`config.mk`:
```
export PLATFORM = sky130hd
export DESIGN_NAME = bcd_to_binary_flat
export DESIGN_NICKNAME = d
export VERILOG_FILES = /design/src/rtl/bcd_to_binary_if.sv /design/src/rtl/bcd_to_binary.sv /design/src/flat_wrapper.sv
export SDC_FILE = /design/constraint.sdc
export NUM_CORES = 1
export LEC_CHECK = 0
export CORE_UTILIZATION = 59
export CTS_CLUSTER_SIZE = 10
export DETAILED_ROUTE_END_ITERATION = 10
export HOLD_SLACK_MARGIN = 0.03
export PLACE_DENSITY = 0.84
export SLEW_MARGIN = 10
export SYNTH_ARGS = -nofsm -noshare
export SYNTH_HDL_FRONTEND = slang
export SYNTH_SLANG_ARGS = --single-unit
```
`constraint.sdc`:
```
create_clock -name clk -period 7.5 [get_ports clk]
set_input_delay 1.125 -clock clk [delete_from_list [all_inputs] [get_ports clk]]
set_output_delay 1.125 -clock clk [all_outputs]
set_load 0.01 [all_outputs]
```
`src/rtl/bcd_to_binary_if.sv`:
```
// rtl/bcd_to_binary_if.sv - start/busy/done handshake bundle for the BCD to binary converter
interface bcd_to_binary_if #(
  parameter int DIGITS = 5,
  parameter int OUT_W  = 17
);
  logic                  start;
  logic [4*DIGITS-1:0]   bcd_in;
  logic                  busy;
  logic                  done;
  logic [OUT_W-1:0]      bin_out;
  logic                  err_out;

  // Requester side: issues operands and watches for the result
  modport master (
    output start, bcd_in,
    input  busy, done, bin_out, err_out
  );

  // Converter side
  modport slave (
    input  start, bcd_in,
    output busy, done, bin_out, err_out
  );
endinterface

```
`src/rtl/bcd_to_binary.sv`:
```
// rtl/bcd_to_binary.sv - sequential packed-BCD to binary converter, one digit per clock, MSD first
module bcd_to_binary #(
  parameter int DIGITS = 5,
  parameter int OUT_W  = 17
) (
  input  logic             clk,
  input  logic             reset,
  bcd_to_binary_if.slave   bus
);
  localparam int CNT_W = (DIGITS > 1) ? $clog2(DIGITS) : 1;
  localparam logic [CNT_W-1:0] LAST = CNT_W'(DIGITS - 1);

  typedef enum logic {IDLE, CONV} state_t;

  state_t               state;
  state_t               stateNext;
  logic                 accept;
  logic                 finish;
  logic                 busyC;

  logic [4*DIGITS-1:0]  shiftReg;
  logic [OUT_W-1:0]     acc;
  logic [CNT_W-1:0]     cnt;
  logic                 errFlag;
  logic                 doneR;
  logic [OUT_W-1:0]     binR;
  logic                 errR;

  logic [3:0]           digit;
  logic                 digitBad;
  logic [OUT_W-1:0]     accNext;
  logic                 errFinal;

  // The MSD always sits at the top of the shift register; acc*10 is built from two shifts
  assign digit    = shiftReg[4*DIGITS-1 -: 4];
  assign digitBad = (digit > 4'd9);
  assign accNext  = (acc << 3) + (acc << 1) + {{(OUT_W-4){1'b0}}, digit};
  assign errFinal = errFlag | digitBad;

  assign bus.busy    = busyC;
  assign bus.done    = doneR;
  assign bus.bin_out = binR;
  assign bus.err_out = errR;

  // State register; reset wins over everything, so an aborted conversion never completes
  always_ff @(posedge clk) begin
    if (reset) begin
      state <= IDLE;
    end else begin
      state <= stateNext;
    end
  end

  // Next-state and control decode
  always_comb begin
    stateNext = state;
    accept    = 1'b0;
    finish    = 1'b0;
    busyC     = 1'b0;
    case (state)
      IDLE: begin
        if (bus.start) begin
          accept    = 1'b1;
          stateNext = CONV;
        end
      end
      CONV: begin
        busyC = 1'b1;
        if (cnt == LAST) begin
          finish    = 1'b1;
          stateNext = IDLE;
        end
      end
      default: stateNext = IDLE;
    endcase
  end

  // Datapath: load on accept, accumulate each CONV edge, publish results only on completion
  always_ff @(posedge clk) begin
    if (reset) begin
      shiftReg <= '0;
      acc      <= '0;
      cnt      <= '0;
      errFlag  <= 1'b0;
      doneR    <= 1'b0;
      binR     <= '0;
      errR     <= 1'b0;
    end else begin
      doneR <= 1'b0;
      if (accept) begin
        shiftReg <= bus.bcd_in;
        acc      <= '0;
        cnt      <= '0;
        errFlag  <= 1'b0;
      end else if (busyC) begin
        acc      <= accNext;
        shiftReg <= shiftReg << 4;
        cnt      <= cnt + CNT_W'(1);
        if (digitBad) begin
          errFlag <= 1'b1;
        end
        if (finish) begin
          doneR <= 1'b1;
          errR  <= errFinal;
          binR  <= errFinal ? '0 : accNext;
        end
      end
    end
  end
endmodule

```
`src/flat_wrapper.sv`:
```
// flat-port wrapper written by rule: the top's interface ports become plain ports
module bcd_to_binary_flat 
#(
  parameter int DIGITS = 5,
  parameter int OUT_W  = 17
)
  (clk, reset, bus_start, bus_bcd_in, bus_busy, bus_done, bus_bin_out, bus_err_out);
  bcd_to_binary_if #(.DIGITS(DIGITS), .OUT_W(OUT_W)) bus_i ();
  input  logic clk;
  input  logic reset;
  input wire logic [$bits(bus_i.start)-1:0] bus_start;
  input wire logic [$bits(bus_i.bcd_in)-1:0] bus_bcd_in;
  output wire logic [$bits(bus_i.busy)-1:0] bus_busy;
  output wire logic [$bits(bus_i.done)-1:0] bus_done;
  output wire logic [$bits(bus_i.bin_out)-1:0] bus_bin_out;
  output wire logic [$bits(bus_i.err_out)-1:0] bus_err_out;
  assign bus_i.start = bus_start;
  assign bus_i.bcd_in = bus_bcd_in;
  assign bus_busy = bus_i.busy;
  assign bus_done = bus_i.done;
  assign bus_bin_out = bus_i.bin_out;
  assign bus_err_out = bus_i.err_out;
  bcd_to_binary #(.DIGITS(DIGITS), .OUT_W(OUT_W)) u_core (.clk(clk), .reset(reset), .bus(bus_i));
endmodule
```
==> key figures <==
Timing
  • Slew Viols, Final: 0
  • RSZ-0062 raised after global routing: no
  • Final min period: between 3000 and 4000 ps
  • Relative slew slack: 33.7%
  • Final WS setup: 4370 ps
  • F_max: ~0.32 GHz
  • Fin crit share: between 40% and 50%
  • Final Hold Vio Count: 0
  • Final hold slack: between 400 and 500 ps
  • Slew @ Worst Pin: around 990 ps
  • Clock Skews: ~7.7 ps
  • TNS Setup: 0 ps
  • Setup violators final: 0

Yosys
  • Dominant cells by area after synthesis: dfxtp_1, ha_1, mux2i_1
  • Post-Synth Adder-Cell Area: 13.5%
  • Mapped cell area: 3070 um^2
  • Cells after Synth: 344
  • Synth unique cells: 36
  • Yosys top cell area share: ~39%
  • Post-Synth XOR/XNOR Area: under 10%
  • EDFF count, synth: 0
  • Syn Nets: about 400
  • Largest family of logic cells by synthesized area: simple AND/OR/NAND/NOR gates
  • Syn_area_per_cell: ~9 um^2
  • Simple-gate share of the synthesized area: about 15%
  • Main synth FF type: dfxtp_1
  • Yosys top cell by area: dfxtp_1
  • #FFs+latches synth: 60
  • Ys Warns: 0
  • Commonest cells post-synth: nor2_1, dfxtp_1, ha_1
  • Post-synthesis async set-or-reset flop share: 0%
  • Mux cell area share after synthesis: a little under a tenth
  • Post-synthesis compound-gate area fraction: ~15%
  • Top-count cell post-synth: nor2_1
  • Sequential fraction of the synthesis area: 39.2%

Clocking
  • CTS Buffer Depth: 2
  • TritonCTS buffer count: 9
  • CTS tree: built
  • CTS H-tree lvls: 3
  • CTS sink cnt: 60
  • Clock slew at reported path FFs: roughly 60 ps
  • Hold Buf Count CTS: 0
  • Worst-skew pair later-pin latency: 330 ps
  • Post-CTS setup buffer count: 0
  • CTS resizes: 0
  • Root buf cell: clkbuf_8

Critical path
  • Worst Path Max Fanout: 28
  • CP required: about 7800 ps
  • CP arrival: around 3400 ps
  • Setup CP Type: input pin to register
  • CP Launch Type: input pin
  • CP Capture Type: register

Cells and area
  • Layout area overhead: 20.6%
  • Layout cells sized above 1: under 10%
  • Final non-filler cell total: between 400 and 500
  • Final instance area: about 3700 um^2
  • Diodes inserted: 0
  • FF+latch area: about 1200 um^2
  • Layout Nets: roughly 440
  • Area occupied by multi-input gates: approximately 1800 um^2
  • Fillers: between 300 and 400

Floorplan
  • Full die area: 5490 um^2
  • Initial Util: 63.3%
  • Die Span Y: roughly 74 um
  • Top Ports: 43
  • Rows: 25
  • Die width: 74.1 um
  • Core area: 4850 um^2

Flow run
  • Max Cap Violations: 0

Route
  • Via Count: about 2600
  • DR WL/cell: 15.1 um
  • Starting DRT DRC Count: 133
  • Drt via density: 5.64
  • Final wirelength: 6830 um
  • DRC: 0
  • Pre-Repair DR Iteration Count: 4
  • Post-route ant nets: 0

Place
  • Hpwl dp: 4920 um
  • Dpl cell area: 3530 um^2
  • Placed Instances: 439
  • Placer Congestion: around 0.84
  • PortBufs: 42
  • Pre-CTS WS: 4070 ps

Global routing
  • Total gr overflow: 0
  • Global-route wire length before repair: around 11000 um
  • Number of global-route vias before repair: about 2500
  • Initial antenna violation count: 0
  • GRT Total Usage: between 20% and 30%
  • Largest net degree at the start of global routing: between 60 and 70

Power
  • Cell area power density: 178 nW/um^2
  • Leakage: between 1.5 and 2 nW
  • Peak supply drop: between 0.15 and 0.2 mV

Run status
  • Outcome: finished, final reports clean

Worst hold path
  • Hold crit path type: register to register
==> worst paths after layout <==
path | from | endpoint | slack, ps | cells after the start
worst max-delay path | reset | u_core.bus.bin_out[16] | 4370 | 4
worst min register to register | u_core.bus.bin_out[13] | u_core.bus.bin_out[13] | 450 | 2
worst max register to register | u_core.acc[0] | u_core.bus.bin_out[15] | 4780 | 11
worst min-delay path | u_core.bus.bin_out[13] | u_core.bus.bin_out[13] | 450 | 2
==> per-stage QoR <==
stage	utilization, %	power, mW
6_report	76.3	0.659
4_1_cts	76.3	0.661
3_5_place_dp	72.8	0.412
3_3_place_gp	72.8	0.409
5_1_grt	76.3	0.685
2_1_floorplan	-	0.388
==> layout by cell type, fill, tap and decap left out, types with 5 or more instances in the layout <==
cell type        count
ha_1                30
nand2_1             21
a22o_1               9
o21ai_0              9
nor2_1              65
o21ai_1              7
nand3_1              6
dfxtp_1             59
nor3_1               5
inv_1               10
xnor2_1             11
a21oi_1             28
clkdlybuf4s50_1     42
xor2_1               5
clkbuf_8            11
mux2i_1             29
==> registers in the layout (all words and copies together), names as in the netlist <==
signal	count
u_core.bus.done	1
u_core.bus.err_out	1
u_core.acc	16
u_core.state	1
u_core.cnt	3
u_core.bus.bin_out	17
u_core.shiftReg	20
u_core.errFlag	1
==> worst max-delay path, cell delays in order <==
cell	delay (ps)
clkdlybuf4s50_1	920
nor4_2	1040
nand3_1	170
nand4_1	130
==> per-layer routing <==
metal | share of wire [%] | vias up | track usage [%]
met2 | 48 | 54 | 43.7
met1 | 45 | 1216 | 34.0
li1 | - | 1273 | -
met3 | 4.1 | 17 | 5.83
met5 | 0 | - | 0
met4 | 2.4 | 0 | 12.8
==> area by class of cell <==
class                   count  share of cell area [%]
clock buffers              13                    4.29
clock inverters             2                   0.271
inverters                  10                    1.01
multi-input cells         257                    47.7
flip-flops and latches     60                    32.5
well taps                  67                    2.27
repair buffers             45                    12.0
==> cell families after synthesis <==
kind of cell	count (synthesis)
simple gates	108
flops	60
mux	29
xor+xnor	16
compound gates	72
buf+inv	27
fa+ha+maj	32
==> where the power goes <==
part / switching (mW) / internal, mW
clock: 0.118 / 0.135
combinational: 0.0383 / 0.0331
sequential: 0.00640 / 0.328
Note: power is estimated with default switching activity, not from simulation.
